--- config.mk ---
export PLATFORM = sky130hd
export DESIGN_NAME = apb_to_axil_bridge
export DESIGN_NICKNAME = d
export VERILOG_FILES = /design/src/rtl/apb_to_axil_bridge.sv
export SDC_FILE = /design/constraint.sdc
export NUM_CORES = 1
export LEC_CHECK = 0
export CAP_MARGIN = 20
export CORE_MARGIN = 2
export CORE_UTILIZATION = 41
export DETAILED_ROUTE_END_ITERATION = 7
export PLACE_DENSITY_LB_ADDON = 0.25
export SETUP_SLACK_MARGIN = 0.1
export SYNTH_ARGS = -nofsm -noshare
export SYNTH_HDL_FRONTEND = slang
export SYNTH_SLANG_ARGS = --single-unit
--- constraint.sdc ---
create_clock -name clk_i -period 2.05 [get_ports clk_i]
set_input_delay 0.41 -clock clk_i [delete_from_list [all_inputs] [get_ports clk_i]]
set_output_delay 0.41 -clock clk_i [all_outputs]
set_load 0.05 [all_outputs]
--- src/rtl/apb_to_axil_bridge.sv ---
// apb_to_axil_bridge: APB slave to AXI4-Lite master bridge with response timeout and post-timeout flush
module apb_to_axil_bridge #(
  parameter int unsigned ADDR_WIDTH     = 32,
  parameter int unsigned DATA_WIDTH     = 32,
  parameter int unsigned TIMEOUT_CYCLES = 256,
  parameter logic [2:0]  AXI_PROT       = 3'b000
) (
  input  logic                    clk_i,
  input  logic                    arst_ni,
  input  logic                    psel_i,
  input  logic                    penable_i,
  input  logic                    pwrite_i,
  input  logic [ADDR_WIDTH-1:0]   paddr_i,
  input  logic [DATA_WIDTH-1:0]   pwdata_i,
  input  logic [DATA_WIDTH/8-1:0] pstrb_i,
  output logic                    pready_o,
  output logic [DATA_WIDTH-1:0]   prdata_o,
  output logic                    pslverr_o,
  output logic [2:0]              axi_prot_o,
  output logic [ADDR_WIDTH-1:0]   aw_addr_o,
  output logic                    aw_valid_o,
  input  logic                    aw_ready_i,
  output logic [DATA_WIDTH-1:0]   w_data_o,
  output logic [DATA_WIDTH/8-1:0] w_strb_o,
  output logic                    w_valid_o,
  input  logic                    w_ready_i,
  input  logic [1:0]              b_resp_i,
  input  logic                    b_valid_i,
  output logic                    b_ready_o,
  output logic [ADDR_WIDTH-1:0]   ar_addr_o,
  output logic                    ar_valid_o,
  input  logic                    ar_ready_i,
  input  logic [DATA_WIDTH-1:0]   r_data_i,
  input  logic [1:0]              r_resp_i,
  input  logic                    r_valid_i,
  output logic                    r_ready_o
);
  localparam int unsigned SW   = DATA_WIDTH / 8;
  localparam int unsigned CW   = (TIMEOUT_CYCLES > 1) ? $clog2(TIMEOUT_CYCLES) : 1;
  localparam int unsigned TMAX = (TIMEOUT_CYCLES == 0) ? 0 : TIMEOUT_CYCLES - 1;
  localparam logic [CW-1:0] TLIM = TMAX[CW-1:0];

  typedef enum logic [2:0] {S_IDLE, S_WR, S_WB, S_RD, S_RR, S_DONE, S_FLUSH} state_t;

  state_t                r_state;
  logic                  r_wr, r_to;
  logic [CW-1:0]         r_cnt;
  logic                  r_aw_valid, r_w_valid, r_b_ready, r_ar_valid, r_r_ready;
  logic                  r_pready, r_pslverr;
  logic [DATA_WIDTH-1:0] r_prdata, r_wdata;
  logic [SW-1:0]         r_wstrb;
  logic [ADDR_WIDTH-1:0] r_addr;

  logic w_aw_left, w_w_left, w_ar_left, w_req_done, w_resp_hs, w_timeout, w_unused;

  // A valid stays pending only if it is up and not accepted this cycle
  assign w_aw_left  = r_aw_valid & ~aw_ready_i;
  assign w_w_left   = r_w_valid & ~w_ready_i;
  assign w_ar_left  = r_ar_valid & ~ar_ready_i;
  assign w_req_done = r_wr ? ~(w_aw_left | w_w_left) : ~w_ar_left;
  assign w_resp_hs  = (r_b_ready & b_valid_i) | (r_r_ready & r_valid_i);
  assign w_timeout  = (TIMEOUT_CYCLES != 0) && (r_cnt == TLIM);
  assign w_unused   = b_resp_i[0] ^ r_resp_i[0];

  assign pready_o   = r_pready;
  assign prdata_o   = r_prdata;
  assign pslverr_o  = r_pslverr;
  assign axi_prot_o = AXI_PROT;
  assign aw_addr_o  = r_addr;
  assign ar_addr_o  = r_addr;
  assign aw_valid_o = r_aw_valid;
  assign w_data_o   = r_wdata;
  assign w_strb_o   = r_wstrb;
  assign w_valid_o  = r_w_valid;
  assign b_ready_o  = r_b_ready;
  assign ar_valid_o = r_ar_valid;
  assign r_ready_o  = r_r_ready;

  // Transfer FSM: accept APB access, run AXI channels, complete or time out, then flush stragglers
  always_ff @(posedge clk_i or negedge arst_ni) begin
    if (!arst_ni) begin
      r_state    <= S_IDLE;
      r_wr       <= 1'b0;
      r_to       <= 1'b0;
      r_cnt      <= '0;
      r_aw_valid <= 1'b0;
      r_w_valid  <= 1'b0;
      r_b_ready  <= 1'b0;
      r_ar_valid <= 1'b0;
      r_r_ready  <= 1'b0;
      r_pready   <= 1'b0;
      r_pslverr  <= 1'b0;
      r_prdata   <= '0;
      r_wdata    <= '0;
      r_wstrb    <= '0;
      r_addr     <= '0;
    end else begin
      case (r_state)
        S_IDLE: begin
          r_cnt <= '0;
          r_to  <= 1'b0;
          if (psel_i && penable_i) begin
            r_state    <= pwrite_i ? S_WR : S_RD;
            r_wr       <= pwrite_i;
            r_addr     <= paddr_i;
            r_wdata    <= pwdata_i;
            r_wstrb    <= pstrb_i;
            r_aw_valid <= pwrite_i;
            r_w_valid  <= pwrite_i;
            r_ar_valid <= ~pwrite_i;
            r_prdata   <= '0;
            r_pslverr  <= 1'b0;
          end
        end
        S_WR, S_WB, S_RD, S_RR: begin
          r_cnt      <= r_cnt + CW'(1);
          r_aw_valid <= w_aw_left;
          r_w_valid  <= w_w_left;
          r_ar_valid <= w_ar_left;
          if (w_resp_hs) begin
            r_state   <= S_DONE;
            r_b_ready <= 1'b0;
            r_r_ready <= 1'b0;
            r_pready  <= 1'b1;
            r_pslverr <= r_wr ? b_resp_i[1] : r_resp_i[1];
            r_prdata  <= r_wr ? '0 : r_data_i;
          end else if (w_timeout) begin
            r_state   <= S_DONE;
            r_pready  <= 1'b1;
            r_pslverr <= 1'b1;
            r_prdata  <= '0;
            r_to      <= 1'b1;
          end else if ((r_state == S_WR || r_state == S_RD) && w_req_done) begin
            r_state   <= r_wr ? S_WB : S_RR;
            r_b_ready <= r_wr;
            r_r_ready <= ~r_wr;
          end
        end
        S_DONE, S_FLUSH: begin
          r_pready   <= 1'b0;
          r_aw_valid <= w_aw_left;
          r_w_valid  <= w_w_left;
          r_ar_valid <= w_ar_left;
          if (!r_to || w_resp_hs) begin
            r_state   <= S_IDLE;
            r_b_ready <= 1'b0;
            r_r_ready <= 1'b0;
          end else begin
            r_state <= S_FLUSH;
            if (w_req_done) begin
              r_b_ready <= r_wr;
              r_r_ready <= ~r_wr;
            end
          end
        end
        default: r_state <= S_IDLE;
      endcase
    end
  end
endmodule

* Yosys cells after proc, flatten, opt, wreduce, memory -nomap -nowiden
Index checks and enable logic that the tools add are counted.
** Storage, ports and cells
- Memories :: 0
- Memory bits (writable) :: 0
- Word-level logic and storage cells :: 105
- Bits in registers :: 120
- Latch bits :: 0
- Bits in read-only memories :: 0
** Operators by class
- Eq/ne operators :: 15
- Magnitude comparators :: 0
- Add/subtract/negate cells :: 1
- Divide/modulo/power cells :: 0
- Bitwise gates (word level) :: 14
- Shifts and indexed selects :: 0
- Muxes and demuxes :: 41
- Reductions and logical operators :: 19
- $mul :: 0
** Operators by type and width (count)
- $mux 32 :: 4
- $pmux 32 s2 :: 1
- $mux 1 :: 19
- $mux 3 :: 6
- $pmux 1 s2 :: 8
- $pmux 8 s2 :: 1
- $ne 3x3->1 const B :: 4
- $eq 3x3->1 const B :: 3
- $pmux 3 s3 :: 1
- $add 8x1->8 const B :: 1
- $eq 8x8->1 const B :: 1
- $reduce_and 2->1 :: 4
- $not 1->1 :: 7
- $eq 3x2->1 const B :: 2
- $ne 2x2->1 const B :: 3
- $reduce_and 3->1 :: 2
- $reduce_bool 2->1 :: 3
- $reduce_or 6->1 :: 1
- $and 1x1->1 :: 5
- $ne 4x4->1 const B :: 1
- $reduce_and 4->1 :: 1
- $reduce_or 4->1 :: 1
- $eq 3x1->1 const B :: 1
- $logic_not 3->1 :: 1
- other kinds (6) :: 9

* Longest topological paths before layout
- Word-level depth :: 10
- Gate-level depth with buffers :: 8

* Least setup slack after synthesis
Ideal clock, no wire load.
- Kind :: flip-flop to flip-flop
- From :: register r_w_valid (netlist: w_valid_o)
- To :: register r_b_ready (netlist: b_ready_o)
- Path buffers :: 0
- Slack :: 0.263 ns
- Cell stages (with the launch flop) :: 6
- Data required time :: 1.925 ns
- Library setup time :: 0.125 ns
- Data arrival time :: 1.662 ns
- Cells stage by stage :: dfrtp_1 nor2b_1 o21ai_0 a211oi_1 nor3_2 mux2_4
** Between the ends
- Word-level cells in the longest chain between the ends :: 7
- Elaborated cells on any way between the ends :: 8
- Those cells by class :: 2 x eq/ne; 1 x mux; 3 x bitwise; 2 x reduce/logical
** RTL lines
- start, declared :: RTL line 48 : logic r_aw_valid, r_w_valid, r_b_ready, r_ar_valid, r_r_ready;
- start signal, assigned :: RTL line 109 : r_w_valid <= pwrite_i;
- start signal, assigned :: RTL line 118 : r_w_valid <= w_w_left;
- start signal, assigned :: RTL line 142 : r_w_valid <= w_w_left;
- $and 1x1->1 * :: RTL line 58 : assign w_w_left = r_w_valid & ~w_ready_i;
- $or 1x1->1 * :: RTL line 60 : assign w_req_done = r_wr ? ~(w_aw_left | w_w_left) : ~w_ar_left;
- $not 1->1 * :: RTL line 60
- $mux 1 * :: RTL line 60
- $logic_and 1x1->1 :: RTL line 133 : end else if ((r_state == S_WR || r_state == S_RD) && w_req_done) begin
- $ne 3x3->1 (no source line)
- $reduce_and 4->1 (no source line) *
- end signal, assigned :: RTL line 135 : r_b_ready <= r_wr;
- end signal, assigned :: RTL line 151 : r_b_ready <= r_wr;
- end, declared :: RTL line 48
Mark *: on every way between the ends. The rest lies on a longest branch, timed or not.
A chain may end at the register's enable or synchronous reset.

* Final worst setup path
- From :: register r_state[1]
- To :: register r_b_ready (netlist: b_ready_o)
** Between the ends
- Word-level cells in the longest chain between the ends :: 5
- Elaborated cells on any way between the ends :: 16
- Those cells by class :: 9 x eq/ne; 1 x mux; 6 x reduce/logical
** RTL lines
- start, declared :: RTL line 45 : state_t r_state;
- start signal, assigned :: RTL line 103 : r_state <= pwrite_i ? S_WR : S_RD;
- start signal, assigned :: RTL line 134 : r_state <= r_wr ? S_WB : S_RR;
- $eq 3x1->1 / $eq 3x2->1 (equally long branches) :: RTL line 98, 133
- $logic_or 1x1->1 :: RTL line 133
- $logic_and 1x1->1 :: RTL line 133
- $ne 3x3->1 (no source line)
- $reduce_and 4->1 (no source line)
Several ways; a longest one is shown, not always the timed one.

==> metrics <==
status=finished, final reports clean; Hold Crit Class=register to register; Num CTS Buffers=17; relative slew slack=between 50% and 60%; number of synthesized flops with an enable pin=0; Final Hold Fails=0; Post-synth top flop=dfrtp_1; WL/cell=~17 microns; Area Overhead vs Synth=57.9%; I/O Buffers=between 200 and 300; nets@finish=between 700 and 800; DP HPWL=just under 10 mm; minimum clock period=roughly 1.9 ns; RSZ-0062 raised after global routing=no; Detail Route Antenna Nets=0; share of cells above drive strength 1=around 22%; Top Metal Used=met4; Worst-path clk slew=roughly 0.060 ns; met2 WL=7.24 mm; IO Pins=256; # diodes=0; Final Skew=0.00842 ns; synthesized area per cell=13.2 sq um; Die Area=around 0.014 sq mm; final wirelength=between 10 and 15 mm; Clk Latency, worst-skew pair=a little over 0.4 ns; global-route wire length before repair=roughly 21 mm; vias in the first global route=around 4300; share of the synthesized area in the top cell type=57.4%; DR pass1 iterations=4; CTS tree=yes; gr usage total=between 20% and 30%; Clock Tree Root=clkbuf_16; crit path max fanout=6; Critical Path AT=about 2.2 ns; routed wl met3=~940 microns; Initial Util=a little over two fifths; # clock sinks=120; fillers=approximately 1000; die height=117 microns; top post-synthesis cells by count=dfrtp_1, mux2_2, buf_4, a22o_1, a21oi_1; # DRC=0; Synth area leader=dfrtp_1; Netlist cell types=48; crit path launch type=register; mean number of vias per cell=~5; via count=around 4100; GRT Residual Overflow=0; warnings from Yosys=0; Site Rows=41; CORE AREA=between 0.01 and 0.015 sq mm; Max Clk Rate=between 500 and 600 MHz; global placement routability congestion=between 0.8 and 0.9; Die W=about 120 microns; final hold slack=roughly 0.5 ns; antenna violations before repair=0; asr flop ratio synth=100%; final setup fails=0; largest net degree at the start of global routing=40; element type at the critical path end=register; DRT met1 WL=just over 5 mm; number of max-cap violations=0; Seq/Total Area, Yosys=a little under three fifths; most numerous cell in the Yosys netlist=dfrtp_1; Synth area leaders=dfrtp_1, mux2_2, a22o_1; Cells after Synth=between 300 and 400; Req. time, crit path=2.35 ns; synthesized area=between 0.005 and 0.006 sq mm; Initial DRC Count=244; final worst path period share=91.1%; Worst-Margin Slew=0.704 ns; clk buf depth=2; Crit Path Class=register to register; R2R Setup Slk=roughly 0.18 ns; max-slew violation count=0; #FFs+latches synth=between 100 and 150; H-tree depth=4
==> metal layers <==
| metal | vias to the layer above | track usage (%) |
|---|---|---|
| met5 | - | 0 |
| met2 | 171 | 35.6 |
| li1 | 1886 | - |
| met3 | 22 | 6.28 |
| met4 | 0 | 9.49 |
| met1 | 2048 | 22.4 |
==> critical path, stage by stage (launching register included) <==
cell	delay (ns)
dfrtp_1	0.40
or3_4	0.47
nand2_2	0.17
buf_4	0.14
nor3_2	0.05
nor3_2	0.20
mux2_4	0.32
==> registers in the layout (all words and copies together), names as in the netlist <==
signal and cells:
ar_addr_o 32, prdata_o 32, w_data_o 32, r_cnt 8, w_strb_o 4, r_state 3, ar_valid_o 1, aw_valid_o 1
b_ready_o 1, pready_o 1, pslverr_o 1, r_ready_o 1, r_to 1, r_wr 1, w_valid_o 1
==> cell type report <==
type	count	area, sq um	share of cell area (%)
Tap cell	172	215	2.60
Multi-Input combinational cell	222	1830	22.2
Inverter	3	11.3	0.136
Sequential cell	120	3000	36.3
Clock inverter	13	176	2.14
Clock buffer	19	453	5.48
Timing Repair Buffer	274	2570	31.1
==> worst paths after layout <==
kind,endpoint,start,cells after the start
setup / recovery,b_ready_o,r_state[1],6
hold / removal,prdata_o[10],prdata_o[10],1
setup reg to reg,b_ready_o,r_state[1],6
hold reg to reg,prdata_o[10],prdata_o[10],1
max in group asynchronous,ar_addr_o[11],arst_ni,3
min in group asynchronous,w_data_o[21],arst_ni,2
==> per-stage QoR <==
| step | setup TNS [ns] | worst slack, ns | area (sq um) | utilization (%) | instances |
|---|---|---|---|---|---|
| global route | 0 | 0.106 | 8260 | 66.0 | 823 |
| detailed placement | -9.10 | -0.300 | 7740 | 61.8 | 787 |
| finish | 0 | 0.182 | 8260 | 66.0 | 823 |
| CTS | 0 | 0.0888 | 8240 | 65.8 | 821 |
| global placement | -6.79 | -0.217 | 7740 | 61.8 | 787 |
| floorplan | 0 | 0.263 | 5240 | - | 400 |
==> timing repair <==
item | in CTS | in global routing
pin swaps | 1 | 0
hold buffers | 1 | 0
setup endpoints to repair | 171 | 36
endpoints found under the hold margin | 35 | 0
setup buffers | 0 | 2
cloned | 1 | 0
gates resized for setup | 140 | 3
==> cell families (layout without fill, tap and decap cells) <==
kind of cell               Yosys count  count (layout)  share of synthesized area [%]
buffers and inverters               59             309                           8.56
AOI/OAI and AO/OA                   82              82                           11.4
DFF                                120             120                           57.4
and+or+nand+nor                     59              60                           6.17
other                                1               3                         0.0717
xor gates and xnor gates             3               3                          0.502
muxes                               72              72                           15.5
adders and majority gates            2               2                          0.430
==> cells in the final DEF (no fill, tap or decap), drive strengths merged, types with 2 or more instances in the layout <==
master           n
o22a             3
a22o            33
bufinv           4
inv              3
mux2i            3
o211ai           2
nor2b            4
a31oi            3
o21ai           12
nor3             8
dlygate4sd2    137
nand2           15
dfrtp          120
xnor2            2
nand2b           2
clkinv           6
nand3            7
clkinvlp         3
conb             3
or3              2
nor2            11
clkbuf          19
clkdlybuf4s50  110
a21oi           19
nand3b           2
mux2            69
and3             6
buf             26
Power is not shown: default switching activity piles up to over one toggle a cycle in this logic, so the estimate is an artifact.
